==> src/rtl/imem_pkg.sv <==
// rtl/imem_pkg.sv - shared constants and state type for the instruction memory loader
package imem_pkg;

   localparam int IMEM_WIDTH  = 32;
   localparam int IMEM_ADDR_W = 6;

   typedef enum logic [1:0] {
      IDLE  = 2'd0,
      RECV  = 2'd1,
      WRITE = 2'd2,
      DONE  = 2'd3
   } loader_state_t;

endpackage

==> src/rtl/imem_loader_if.sv <==
// rtl/imem_loader_if.sv - byte stream and imem write port bundle for the loader
interface imem_loader_if import imem_pkg::*; #(
   parameter int n = IMEM_WIDTH,
   parameter int r = IMEM_ADDR_W
);

   logic         byte_valid;
   logic [7:0]   byte_data;
   logic         byte_ready;
   logic         imem_we;
   logic [r-1:0] imem_waddr;
   logic [n-1:0] imem_wdata;

   // master is the loader; slave is the byte source plus the imem write port
   modport master (
      input  byte_valid, byte_data,
      output byte_ready, imem_we, imem_waddr, imem_wdata
   );

   modport slave (
      output byte_valid, byte_data,
      input  byte_ready, imem_we, imem_waddr, imem_wdata
   );

endinterface

==> src/rtl/imem_loader_word_assembler.sv <==
// rtl/imem_loader_word_assembler.sv - big-endian byte shift register with byte counter
module word_assembler import imem_pkg::*; #(
   parameter int n = IMEM_WIDTH
) (
   input  logic         clk,
   input  logic         reset,
   input  logic         clr,
   input  logic         shift_en,
   input  logic [7:0]   byte_in,
   output logic [n-1:0] word_out,
   output logic         full
);

   localparam int BPW = n / 8;
   localparam int CW  = $clog2(BPW + 1);

   logic [CW-1:0] cnt;

   always_ff @(posedge clk or posedge reset) begin
      if (reset) begin
         cnt      <= '0;
         word_out <= '0;
      end else if (clr) begin
         cnt      <= '0;
      end else if (shift_en) begin
         word_out <= (word_out << 8) | n'(byte_in);
         cnt      <= cnt + CW'(1);
      end
   end

   // Asserted on the shift that brings the count to BPW, so the FSM can leave RECV on that edge
   assign full = shift_en && (cnt == CW'(BPW - 1));

endmodule

==> src/rtl/imem_loader.sv <==
// rtl/imem_loader.sv - fills instruction memory from a byte stream, one big-endian word per slot
module imem_loader import imem_pkg::*; #(
   parameter int n = IMEM_WIDTH,
   parameter int r = IMEM_ADDR_W
) (
   input  logic               clk,
   input  logic               reset,
   input  logic               start,
   input  logic [r:0]         len,
   imem_loader_if.master      bus,
   output logic               busy,
   output logic               done
);

   loader_state_t state, state_next;

   logic [r:0]   len_q;
   logic [r-1:0] widx;
   logic [n-1:0] asm_word;
   logic         asm_full;
   logic         asm_clr;
   logic         transfer;
   logic         last_word;

   assign transfer  = (state == RECV) && bus.byte_valid;
   assign last_word = ({1'b0, widx} == (len_q - {{r{1'b0}}, 1'b1}));
   assign asm_clr   = ((state == IDLE) && start) || (state == WRITE);

   word_assembler #(.n(n)) u_asm (
      .clk      (clk),
      .reset    (reset),
      .clr      (asm_clr),
      .shift_en (transfer),
      .byte_in  (bus.byte_data),
      .word_out (asm_word),
      .full     (asm_full)
   );

   always_ff @(posedge clk or posedge reset) begin
      if (reset) begin
         state <= IDLE;
      end else begin
         state <= state_next;
      end
   end

   always_comb begin
      state_next = state;
      case (state)
         IDLE:    if (start) state_next = (len == '0) ? DONE : RECV;
         RECV:    if (asm_full) state_next = WRITE;
         WRITE:   state_next = last_word ? DONE : RECV;
         DONE:    state_next = IDLE;
         default: state_next = IDLE;
      endcase
   end

   always_comb begin
      bus.byte_ready = (state == RECV);
      bus.imem_we    = (state == WRITE);
      busy           = (state != IDLE);
      done           = (state == DONE);
   end

   // Write address/data are captured on the completing byte and then held until the next word
   always_ff @(posedge clk or posedge reset) begin
      if (reset) begin
         len_q          <= '0;
         widx           <= '0;
         bus.imem_waddr <= '0;
         bus.imem_wdata <= '0;
      end else begin
         if ((state == IDLE) && start) begin
            len_q <= len;
            widx  <= '0;
         end else if ((state == WRITE) && !last_word) begin
            widx  <= widx + r'(1);
         end
         if (asm_full) begin
            bus.imem_waddr <= widx;
            bus.imem_wdata <= (asm_word << 8) | n'(bus.byte_data);
         end
      end
   end

endmodule

==> src/flat_wrapper.sv <==
// flat-port wrapper written by rule: the top's interface ports become plain ports
module imem_loader_flat import imem_pkg::*;
#(
   parameter int n = IMEM_WIDTH,
   parameter int r = IMEM_ADDR_W
)
  (clk, reset, start, len, busy, done, bus_byte_valid, bus_byte_data, bus_byte_ready, bus_imem_we, bus_imem_waddr, bus_imem_wdata);
  imem_loader_if #(.n(n), .r(r)) bus_i ();
  input  logic clk;
  input  logic reset;
  input  logic start;
  input  logic [r:0] len;
  output logic busy;
  output logic done;
  input wire logic [$bits(bus_i.byte_valid)-1:0] bus_byte_valid;
  input wire logic [$bits(bus_i.byte_data)-1:0] bus_byte_data;
  output wire logic [$bits(bus_i.byte_ready)-1:0] bus_byte_ready;
  output wire logic [$bits(bus_i.imem_we)-1:0] bus_imem_we;
  output wire logic [$bits(bus_i.imem_waddr)-1:0] bus_imem_waddr;
  output wire logic [$bits(bus_i.imem_wdata)-1:0] bus_imem_wdata;
  assign bus_i.byte_valid = bus_byte_valid;
  assign bus_i.byte_data = bus_byte_data;
  assign bus_byte_ready = bus_i.byte_ready;
  assign bus_imem_we = bus_i.imem_we;
  assign bus_imem_waddr = bus_i.imem_waddr;
  assign bus_imem_wdata = bus_i.imem_wdata;
  imem_loader #(.n(n), .r(r)) u_core (.clk(clk), .reset(reset), .start(start), .len(len), .bus(bus_i), .busy(busy), .done(done));
endmodule
==> config.mk <==
export PLATFORM = sky130hd
export DESIGN_NAME = imem_loader_flat
export DESIGN_NICKNAME = d
export VERILOG_FILES = /design/src/rtl/imem_pkg.sv /design/src/rtl/imem_loader_if.sv /design/src/rtl/imem_loader_word_assembler.sv /design/src/rtl/imem_loader.sv /design/src/flat_wrapper.sv
export SDC_FILE = /design/constraint.sdc
export NUM_CORES = 1
export LEC_CHECK = 0
export BUFFER_PORTS_ARGS = -buffer_cell sky130_fd_sc_hd__buf_2
export CAP_MARGIN = 30
export CORE_ASPECT_RATIO = 0.9
export CORE_MARGIN = 10
export CORE_UTILIZATION = 50
export CTS_CLUSTER_SIZE = 30
export DETAILED_ROUTE_END_ITERATION = 8
export GPL_TIMING_DRIVEN = 1
export HOLD_SLACK_MARGIN = 0.08
export PLACE_DENSITY_LB_ADDON = 0.15
export REMOVE_ABC_BUFFERS = 1
export SYNTH_ARGS = -nofsm -noshare
export SYNTH_HDL_FRONTEND = slang
export SYNTH_SLANG_ARGS = --single-unit
==> constraint.sdc <==
create_clock -name clk -period 2.4 [get_ports clk]
set_input_delay 0.36 -clock clk [delete_from_list [all_inputs] [get_ports clk]]
set_output_delay 0.36 -clock clk [all_outputs]
set_load 0.03 [all_outputs]
Yosys cells after proc, flatten, opt, wreduce, memory -nomap -nowiden --
Index checks and enable logic that the tools add are counted.
Cells by class: eq/ne operators 7, bitwise logic cells 2, reductions and logical operators 13, add/sub/neg operators 3, multiplexer cells 9
Operators with widths (number):
- $or 32x8->32 | 1
- $mux 6 | 2
- $mux 2 | 4
- $pmux 2 s4 | 1
- $eq 6x7->1 | 1
- $logic_not 7->1 | 1
- $sub 7x1->7 const B | 1
- $add 6x1->6 const B | 1
- $mux 3 | 2
- $reduce_bool 2->1 | 3
- $eq 2x2->1 const B | 2
- $logic_and 1x1->1 | 4
- $reduce_and 2->1 | 2
- $add 3x1->3 const B | 1
- $eq 3x2->1 const B | 1
- $eq 2x1->1 const B | 1
- $logic_not 2->1 | 1
- $ne 2x1->1 const B | 1
- $ne 2x2->1 const B | 1
- $logic_not 1->1 | 1
- $logic_or 1x1->1 | 1
- $not 1->1 | 1
Storage, ports and cells: input bits 19, register bits after elaboration 80, output and inout port bits 42, logic and storage cells 41

Depth between registers and ports, before layout --
Gate-level depths: netlist of run 1.
depth in word-level cells 6, gate-level depth with buffers 8, mapped depth without buffers 8

Cells and area by module --
A second synthesis of run 1 with hierarchy kept.
Unflattened totals: cell total of the unflattened synthesis 259, area total of the unflattened synthesis 3827.4 um^2
Modules (own cells, without submodules):
- imem_loader | instances 1, area each 2321.0 um^2, sequential area each 1326.3 um^2, cells each 176
- word_assembler | instances 1, area each 1506.4 um^2, sequential area each 875.8 um^2, cells each 83

Worst setup path after synthesis of run 1 --
Ideal clock, no wire load.
path kind reg-to-reg, start reg u_core.state[1], end reg u_core.bus.imem_wdata[0], path buffers 2, required time 2.275 ns, cell stages (with the launch flop) 6, library setup time 0.125 ns, period minus slack after synthesis 2.005 ns, slack 0.395 ns, arrival 1.881 ns, cells stage by stage dfrtp_1 > buf_2 > nor2b_1 > nand3_1 > clkbuf_1 > mux2_2
Between the ends: cells in the longest elaborated chain, start to end 3
RTL lines:
- start, declared | RTL line imem_loader.sv:15 | loader_state_t state, state_next;
- start signal, assigned | RTL line imem_loader.sv:43 | state <= state_next;
- $eq 2x1->1
- net bus_byte_ready | RTL line flat_wrapper.sv:17 | output wire logic [$bits(bus_i.byte_ready)-1:0] bus_byte_ready;
- $logic_and 1x1->1 | RTL line imem_loader.sv:25 | assign transfer = (state == RECV) && bus.byte_valid;
- $logic_and 1x1->1 | RTL line imem_loader_word_assembler.sv:32 | assign full = shift_en && (cnt == CW'(BPW - 1));
- end signal, assigned | RTL line imem_loader.sv:81 | bus.imem_wdata <= (asm_word << 8) | n'(bus.byte_data);
- end, declared | RTL line imem_loader_if.sv:17 | output byte_ready, imem_we, imem_waddr, imem_wdata
The timed path passes the listed nets, and every way through them passes these cells. A chain may end at the register's enable or synchronous reset.

Worst setup path after layout of run 1 --
start reg u_core.len_q[0], end reg u_core.widx[2]
Between the ends: cells in the longest elaborated chain, start to end 5
RTL lines:
- start, declared | RTL line imem_loader.sv:17 | logic [r:0] len_q;
- start signal, assigned | RTL line imem_loader.sv:74 | len_q <= len;
- $sub 7x1->7 | RTL line imem_loader.sv:26 | assign last_word = ({1'b0, widx} == (len_q - {{r{1'b0}}, 1'b1}));
- $eq 6x7->1 | RTL line imem_loader.sv:26
- $logic_not 1->1 | RTL line imem_loader.sv:76 | end else if ((state == WRITE) && !last_word) begin
- $logic_and 1x1->1 | RTL line imem_loader.sv:76
- $reduce_bool 2->1 (no line)
- end signal, assigned | RTL line imem_loader.sv:77 | widx <= widx + r'(1);
- end, declared | RTL line imem_loader.sv:18 | logic [r-1:0] widx;
No other way between the ends.

==> results.md, run 1 <==
* Avg Cell Area, Syn at 13.5 µm²
* DIE AREA at 10600 µm²
* CP Launch Type: register
* Fin. Hold Viols at 0
* First drt pass iteration count at 4
* Total Wirelength at 6640 µm
* Status: complete, no violations
* Setup-failing EPs final at 0
* CP peak stage delay at 0.44 ns
* Max Fclk at 0.466 GHz
* Synth Instances at 255
* Number of clock sinks seen by CTS at 80
* Largest cells by area after synthesis: dfrtp_1 58%, mux2_2 20%, o21ai_0 1.9%, nand2_1 1.5%, ha_1 1.5%
* Lkg Pwr at 0.00193 µW
* Tightest Pin Transition at 0.499 ns
* GPL Wtd Cong at 0.832
* Hold_buf cts at 0
* Core footprint at 6620 µm²
* Slew HR at 66.6%
* TritonCTS clock tree: yes
* Hpwl dp at 4550 µm
* Number of top-level pins at 61
* Number of CTS-inserted buffers at 9
* Die height at 98.6 µm
* Vias/cell at 5.33
* Final ANT Viol Nets at 0
* Worst-path clk slew at 0.08 ns
* DRC Markers at 0
* RSZ-0062 raised after global routing: false
* Period utilization at 89.5%
* Row count at 28
* # nets final at 344
* Vias in the first global route at 2225
* Data arrival time of the critical path at 2.42 ns
* Seq/Total Area, Yosys at 58.4%
* Synth-to-layout area growth at 18.2%
* Clock Latency Late Sink at 0.34 ns
* Post-DP Area at 3870 µm²
* Worst Skew at 0.00720 ns
* Pwr dens at 1310 nW/µm²
* Seq cells post-synth at 80
* Worst Path Max Fanout at 7
* Die width at 107 µm
* Starting Density at 51.8%
* Fraction of registers with async set/reset at 100%
* Most frequent cells in the layout: 80 x dfrtp_1, 62 x mux2_2, 60 x buf_2, 14 x nand2_1, 13 x o21ai_0
* Slowest CP cell: dfrtp_1
* Setup CP Type: reg2reg
* CP Capture Type: register
* PostCTS Resize Cnt at 0
* # Post-CTS Setup Buffers at 0
* Share of cells above drive strength 1 at 46.0%
* Mapped Area at 3430 µm²
* Initial antenna violation count at 0
* ANT cells at 0
* H-tree depth at 3
* Cell chain of the critical path: inv_1 -> ha_1 -> and4bb_1 -> o211ai_1 -> a311oi_2 -> o31ai_2 -> a311o_1 -> o21ai_1
* GRT Total Usage at 12.9%
* Top FF cell, synth: dfrtp_1
* Number of flops mapped to enable cells by yosys at 0
* Pin count of the biggest net entering global routing at 81
* Synth area leader: dfrtp_1
* Post-synth cell types at 47
* Worst Hold Class: in2async
* Max-slew violations at 0
* Fin area at 4060 µm²
* GRT overflow at 0
* DR WL/cell at 16.0 µm
* First-pass GRT wire length at 11000 µm
* Commonest non-fill, non-tap cell in the layout: dfrtp_1
* Setup TNS at 0 ns
* Initial DRC count at 91
* Synth top area share at 58.4%
* Port bufs at 60
* Maximum VDD drop at 0.000611 V
* Max Cap Viol at 0
* Max clock buf depth at 2
* Critical Path RT at 2.67 ns
* Crit path time final at 2.15 ns
* Yosys synthesis warning count at 0
* Vias at 2216
* Clk root buf: clkbuf_8
logic make-up after synthesis:
logic type,share of synthesized area [%]
buffers and inverters,2.15
XOR/XNOR,1.79
multiplexers,21.6
AO/OA/AOI/OAI,6.86
AND/OR/NAND/NOR,7.77
flip-flops,58.4
adder cells (fa/ha/maj),1.46
critical path, delay by kind of cell, from the launching register on:
| family | cells | cell delay, ns |
|---|---|---|
| AO/OA/AOI/OAI | 5 | 1.03 |
| flip-flops | 1 | 0.44 |
| adder cells (fa/ha/maj) | 1 | 0.29 |
| AND/OR/NAND/NOR | 1 | 0.23 |
| buffers and inverters | 1 | 0.09 |
cell usage after synthesis (2+ instances only):
| cell type | n |
|---|---|
| dfrtp_1 | 80 |
| mux2_2 | 62 |
| nand2_1 | 14 |
| o21ai_0 | 13 |
| inv_1 | 10 |
| clkbuf_1 | 7 |
| nand3_1 | 5 |
| xnor2_1 | 5 |
| ha_1 | 4 |
| nor2_1 | 4 |
| o21ai_1 | 4 |
| mux2_1 | 3 |
| nand4b_1 | 3 |
| nor3_1 | 3 |
| a21oi_1 | 2 |
| buf_2 | 2 |
| nor2b_1 | 2 |
| o211ai_1 | 2 |
| xor2_1 | 2 |
power breakdown:
| group | switching, µW | internal (µW) |
|---|---|---|
| clock network | 467 | 475 |
| registers | 413 | 1910 |
| logic | 1160 | 898 |
final cells by class:
class	count	area (µm²)
clock buffers	10	128
clock inverters	6	60.1
fillers	550	2560
inverters	10	38.8
multi-input cells	156	1360
flip-flops and latches	80	2000
well taps	90	113
repair buffers	64	355
state kept, by name, indices dropped and copies added, names as in the netlist:
signal,cells
u_core.len_q,7
u_core.bus.imem_wdata,32
u_core.u_asm.cnt,3
u_core.widx,6
u_core.state,2
u_core.bus.imem_waddr,6
u_core.u_asm.word_out,24
metal layers:
| metal | track usage (%) | share of wire, % |
|---|---|---|
| met5 | 0 | 0 |
| met4 | 5.31 | 1.4 |
| met3 | 5.60 | 6.9 |
| met2 | 19.7 | 48 |
| met1 | 15.6 | 44 |
final timing paths:
check	slack [ns]	start	cells after the start	endpoint
worst max-delay path	0.25	u_core.len_q[0]	8	u_core.widx[2]
worst min-delay path	0.1	reset	3	u_core.bus.imem_wdata[22]
worst max register to register	0.25	u_core.len_q[0]	8	u_core.widx[2]
worst min register to register	0.48	u_core.bus.imem_waddr[2]	2	u_core.bus.imem_waddr[2]
max in group asynchronous	1.99	reset	3	u_core.u_asm.word_out[5]
min in group clk	0.26	len[3]	2	u_core.len_q[3]
through the flow:
step / utilization (%) / power (µW) / hold slack (ns) / std cells / setup WS, ns
6_report: 61.3 / 5330 / 0.0978 / 416 / 0.253
5_1_grt: 61.3 / 5700 / 0.125 / 416 / 0.105
4_1_cts: 61.3 / 5410 / 0.106 / 416 / 0.260
3_5_place_dp: 58.4 / 4440 / 0.466 / 400 / 0.270
3_3_place_gp: 58.4 / 4390 / 0.457 / 400 / 0.341
2_1_floorplan: - / 3830 / 0.466 / 246 / -0.522
(Power assumes the default switching activity.)
==> run 2, diff against run 1 <==
Settings changed: CORE_UTILIZATION 50 to 55.
Clock period 2.4 ns to 2.1 ns, I/O delays scaled along.
==> results.md, run 2 (synthesized netlist as in run 1, its figures left out) <==
* Max clock buf depth at 2
* Worst reg-to-reg setup slack at 0.11 ns
* Max Fclk at 0.503 GHz
* Cell chain of the critical path: inv_1 -> ha_2 -> xor2_1 -> o211ai_1 -> a311oi_2 -> o31ai_2 -> buf_4 -> nand2_1 -> mux2i_1
* ANT cells at 0
* Worst Path Max Fanout at 6
* Core footprint at 6080 µm²
* Worst-path clk slew at 0.08 ns
* GR Util met1 at 17.8%
* H-tree depth at 3
* Placed Instances at 387
* Met3 GRT Util at 6.93%
* Most flop-heavy register: u_core.bus.imem_wdata
* Max-slew violations at 0
* Final Total Pwr at 6300 µW
* Share of power burned in registers at 41.8%
* Tightest Pin Transition at 0.586 ns
* DR WL/cell at 16.7 µm
* Worst Hold Class: in2reg
* Crit path time final at 1.99 ns
* Status: complete, no violations
* Power share of the combinational group at 38.5%
* Maximum VDD drop at 0.000889 V
* GRT overflow at 0
* Die height at 94.9 µm
* Clock Latency Late Sink at 0.35 ns
* Worst path top cell family by delay: compound AO/OA/AOI/OAI gates
* Pin count of the biggest net entering global routing at 43
* Final worst slack at 0.111 ns
* Vias/cell at 5.51
* Period utilization at 94.7%
* Fin. Hold Viols at 0
* Synth-to-layout area growth at 20.2%
* Lkg Pwr at 0.00198 µW
* Data arrival time of the critical path at 2.26 ns
* Sw power at 2360 µW
* Largest regs: u_core.bus.imem_wdata: 32 flops, u_core.u_asm.word_out: 24 flops, u_core.len_q: 7 flops
* GRT Total Usage at 14.9%
* Port bufs at 60
* DIE AREA at 9800 µm²
* TritonCTS clock tree: yes
* First-pass GRT wire length at 11400 µm
* Final ANT Viol Nets at 0
* M2 GR Usage at 23.5%
* CP Capture Type: register
* Reg2Reg Depth at 9
* Initial antenna violation count at 0
* # nets final at 351
* Setup CP Type: reg2reg
* Initial DRC count at 100
* CP Launch Type: register
* Clock share of power at 19.7%
* Critical Path RT at 2.37 ns
* Switching part of the total power at 37.4%
* Slew HR at 60.9%
* Row count at 27
* Vias at 2226
* Worst setup endpoint: u_core.widx[3]
* RR Startpoint: u_core.len_q[0]
* DRC Markers at 0
* Slowest CP cell: dfrtp_1
* Worst Skew at 0.00650 ns
* Die width at 103 µm
* First drt pass iteration count at 4
* Gr busiest metal: met2
* Setup Slack @ Placement at 0.0390 ns
* Starting Density at 56.4%
* Setup-failing EPs final at 0
* Largest register FFs at 32
* Max Cap Viol at 0
* Worst r2r dst: u_core.widx[3]
* Setup TNS at 0 ns
* Internal power at 3940 µW
* Critical Path Start: u_core.len_q[0]
* Pwr dens at 1530 nW/µm²
* CP Depth at 9
* Most frequent cells in the layout: 80 x dfrtp_1, 62 x mux2_2, 60 x buf_2, 14 x nand2_1, 13 x o21ai_0
* Total Wirelength at 6750 µm
* Vias in the first global route at 2342
* Number of CTS-inserted buffers at 9
* Share of cells above drive strength 1 at 47.3%
* Commonest non-fill, non-tap cell in the layout: dfrtp_1
* Fin cells at 404
* Clk root buf: clkbuf_8
* Number of top-level pins at 61
* Worst path bufs/invs at 2
* Hpwl dp at 4870 µm
* CP peak stage delay at 0.39 ns
* Number of clock sinks seen by CTS at 80
* GPL Wtd Cong at 0.810
==> run 2: cell types whose count changed in the layout (fill, tap and decap cells not counted) <==
cell / before / now
ha_2: 0 / 1
bufinv_16: 1 / 2
clkinv_4: 0 / 1
clkbuf_1: 1 / 0
clkinv_2: 4 / 2
clkbuf_8: 9 / 10
buf_4: 2 / 8
dlygate4sd3_1: 0 / 1
clkinvlp_4: 2 / 1
ha_1: 4 / 3
==> run 2: stage by stage <==
stage               hold WS, ns  utilization, %  area, µm²
floorplan                 0.432               -       3390
finish                    0.207            67.8       4120
global placement          0.381            63.9       3880
detailed placement        0.390            63.9       3880
global route              0.195            67.8       4120
CTS                       0.186            67.6       4110
==> run 2: area by class of cell <==
type	count	area, µm²
Sequential cell	80	2000
Fill cell	480	1960
Multi-Input combinational cell	156	1360
Timing Repair Buffer	71	410
Clock buffer	10	138
Tap cell	72	90.1
Clock inverter	5	81.3
Inverter	10	38.8
==> run 2: per-layer routing <==
| metal | vias up | wire length [µm] |
|---|---|---|
| li1 | 1065 | - |
| met1 | 1095 | 2990 |
| met2 | 56 | 3170 |
| met3 | 10 | 504 |
| met4 | 0 | 85 |
| met5 | - | 0 |
==> run 2: how the worst min path moves through the flow <==
| stage | from | depth (start not counted) | end |
|---|---|---|---|
| 6_report | len[4] | 2 | u_core.len_q[4] |
| 3_5_place_dp | reset | 2 | u_core.bus.imem_wdata[21] |
| 3_3_place_gp | reset | 2 | u_core.bus.imem_wdata[21] |
| 4_1_cts | len[4] | 2 | u_core.len_q[4] |
| 2_1_floorplan | len[0] | 2 | u_core.len_q[0] |
| 5_1_grt | len[4] | 2 | u_core.len_q[4] |
==> run 2: power groups by stage <==
stage,sequential [µW],clock (µW),combinational [µW]
floorplan,3130,0,1250
detailed placement,2680,0,2440
global placement,2640,0,2380
finish,2630,1240,2430
CTS,2650,1270,2450
global route,2740,1340,2640
==> run 2: repair_timing <==
item                                    in CTS  in global routing
buffers inserted                             0                  1
resized for setup                            0                  1
hold buffers                                 1                  0
hold endpoints to repair                    30                  0
endpoints found under the setup margin       0                  6
==> run 3, diff against run 2 <==
Settings changed: ABC_CLOCK_PERIOD_IN_PS from default to 2100, CORE_ASPECT_RATIO 0.9 to 1.2.
==> results.md, run 3 (synthesized netlist as in run 1, its figures left out) <==
* Max clock buf depth at 2
* Status: complete, no violations
* # fillers at 484
* Minimum hold slack at 0.199 ns
* Gr busiest metal: met2
* Final ANT Viol Nets at 0
* Maximum VDD drop at 0.000808 V
* Vias/cell at 5.45
* CP Launch Type: register
* Number of clock sinks seen by CTS at 80
* Commonest non-fill, non-tap cell in the layout: dfrtp_1
* Synth-to-layout area growth at 19.2%
* Clk root buf: clkbuf_8
* Fin cells at 411
* ANT cells at 0
* Hpwl dp at 4820 µm
* Worst-path clk slew at 0.08 ns
* Slew HR at 71.7%
* Critical Path Start: u_core.len_q[0]
* Final Total Pwr at 6150 µW
* Met3 GRT Util at 5.84%
* Total Wirelength at 6790 µm
* Placed Instances at 394
* Period utilization at 92.8%
* Tightest Pin Transition at 0.421 ns
* GRT Total Usage at 14.6%
* Setup CP Type: reg2reg
* Fin. Hold Viols at 0
* Port bufs at 60
* Share of cells above drive strength 1 at 46.8%
* Worst Hold Launch: len[4]
* Most frequent cells in the layout: 80 x dfrtp_1, 62 x mux2_2, 60 x buf_2, 14 x nand2_1, 13 x o21ai_0
* CP Capture Type: register
* Die height at 107 µm
* DR WL/cell at 16.5 µm
* Setup-failing EPs final at 0
* First-pass GRT wire length at 11600 µm
* GPL Wtd Cong at 0.809
* Max Fclk at 0.513 GHz
* Largest regs: u_core.bus.imem_wdata: 32 flops, u_core.u_asm.word_out: 24 flops, u_core.len_q: 7 flops
* Lkg Pwr at 0.00194 µW
* GR Util met1 at 16.5%
* Pin count of the biggest net entering global routing at 81
* Core footprint at 6050 µm²
* Row count at 31
* H-tree depth at 3
* Worst Path Max Fanout at 7
* RSZ-0062 raised after global routing: false
* Crit path time final at 1.95 ns
* First drt pass iteration count at 4
* Largest register FFs at 32
* DRC Markers at 0
* Clock Latency Late Sink at 0.34 ns
* Number of CTS-inserted buffers at 9
* Number of top-level pins at 61
* M2 GR Usage at 24.3%
* TritonCTS clock tree: yes
* GRT overflow at 0
* Critical Path RT at 2.37 ns
* Initial DRC count at 102
* Worst Skew at 0.00657 ns
* Pwr dens at 1500 nW/µm²
* Initial antenna violation count at 0
* DIE AREA at 9810 µm²
* # nets final at 347
* # Post-CTS Setup Buffers at 0
* RR Startpoint: u_core.len_q[0]
* Worst Hold Class: in2reg
* Starting Density at 56.7%
* Max Cap Viol at 0
* Vias at 2242
* Data arrival time of the critical path at 2.22 ns
* Setup TNS at 0 ns
* Vias in the first global route at 2468
* Max-slew violations at 0
* Most flop-heavy register: u_core.bus.imem_wdata
* Die width at 92.1 µm
==> run 3: cell types whose count changed in the layout (fill, tap and decap cells not counted), sizes merged <==
cell and delta:
clkinvlp +2, buf -4, clkbuf +2, bufinv -2, clkinv -1
==> run 3: timing repair <==
item	CTS	global route
gates resized for setup	0	2
endpoints found under the setup margin	0	7
hold buffers	1	0
endpoints found under the hold margin	80	0
==> run 3: final cells by class <==
cell class | instances | area, µm² | share of cell area (%)
sequential | 80 | 2000 | 49.0
timing repair buffer | 67 | 380 | 9.30
clock inverter | 4 | 27.5 | 0.673
inverter | 10 | 38.8 | 0.949
multi-input combinational | 156 | 1370 | 33.6
clock buffer | 12 | 165 | 4.04
tap | 82 | 103 | 2.51
==> run 3: path summary, 6_finish.rpt <==
kind                                             to  slack, ns  depth (start not counted)
setup / recovery                     u_core.widx[2]       0.15                          8
max in group asynchronous  u_core.u_asm.word_out[4]       1.19                          4
hold / removal                      u_core.len_q[4]       0.20                          2
hold reg to reg            u_core.bus.imem_waddr[2]       0.50                          2
setup reg to reg                     u_core.widx[2]       0.15                          8
min in group asynchronous  u_core.bus.imem_wdata[6]       0.59                          4
==> run 3: metal layers <==
metal	routed length [µm]	part of all wire, %	up-vias
met2	3540	52	52
met3	396	5.8	8
li1	-	-	1053
met4	89	1.3	0
met1	2760	41	1129
met5	0	0	-
==> run 3: report_power, final <==
part           leakage [µW]  internal, µW  total [µW]  switching (µW)
combinational      0.000847          1060        2420            1360
clock             0.0000906           524        1060             540
sequential          0.00101          2180        2670             487
==> run 3: worst max-delay path, cell delays in order, from the launching register on <==
cell	delay (ns)
dfrtp_1	0.43
inv_1	0.13
ha_4	0.19
and4bb_1	0.21
o211ai_1	0.09
a311oi_2	0.28
o31ai_2	0.13
a311o_1	0.35
o21ai_1	0.07
==> run 3: through the flow <==
step	instance area, µm²	setup WS [ns]	utilization (%)
floorplan	3390	-0.822	-
global placement	3870	0.114	64.0
detailed placement	3870	0.0388	64.0
CTS	4080	0.0232	67.4
global route	4090	0.00386	67.6
finish	4090	0.152	67.6
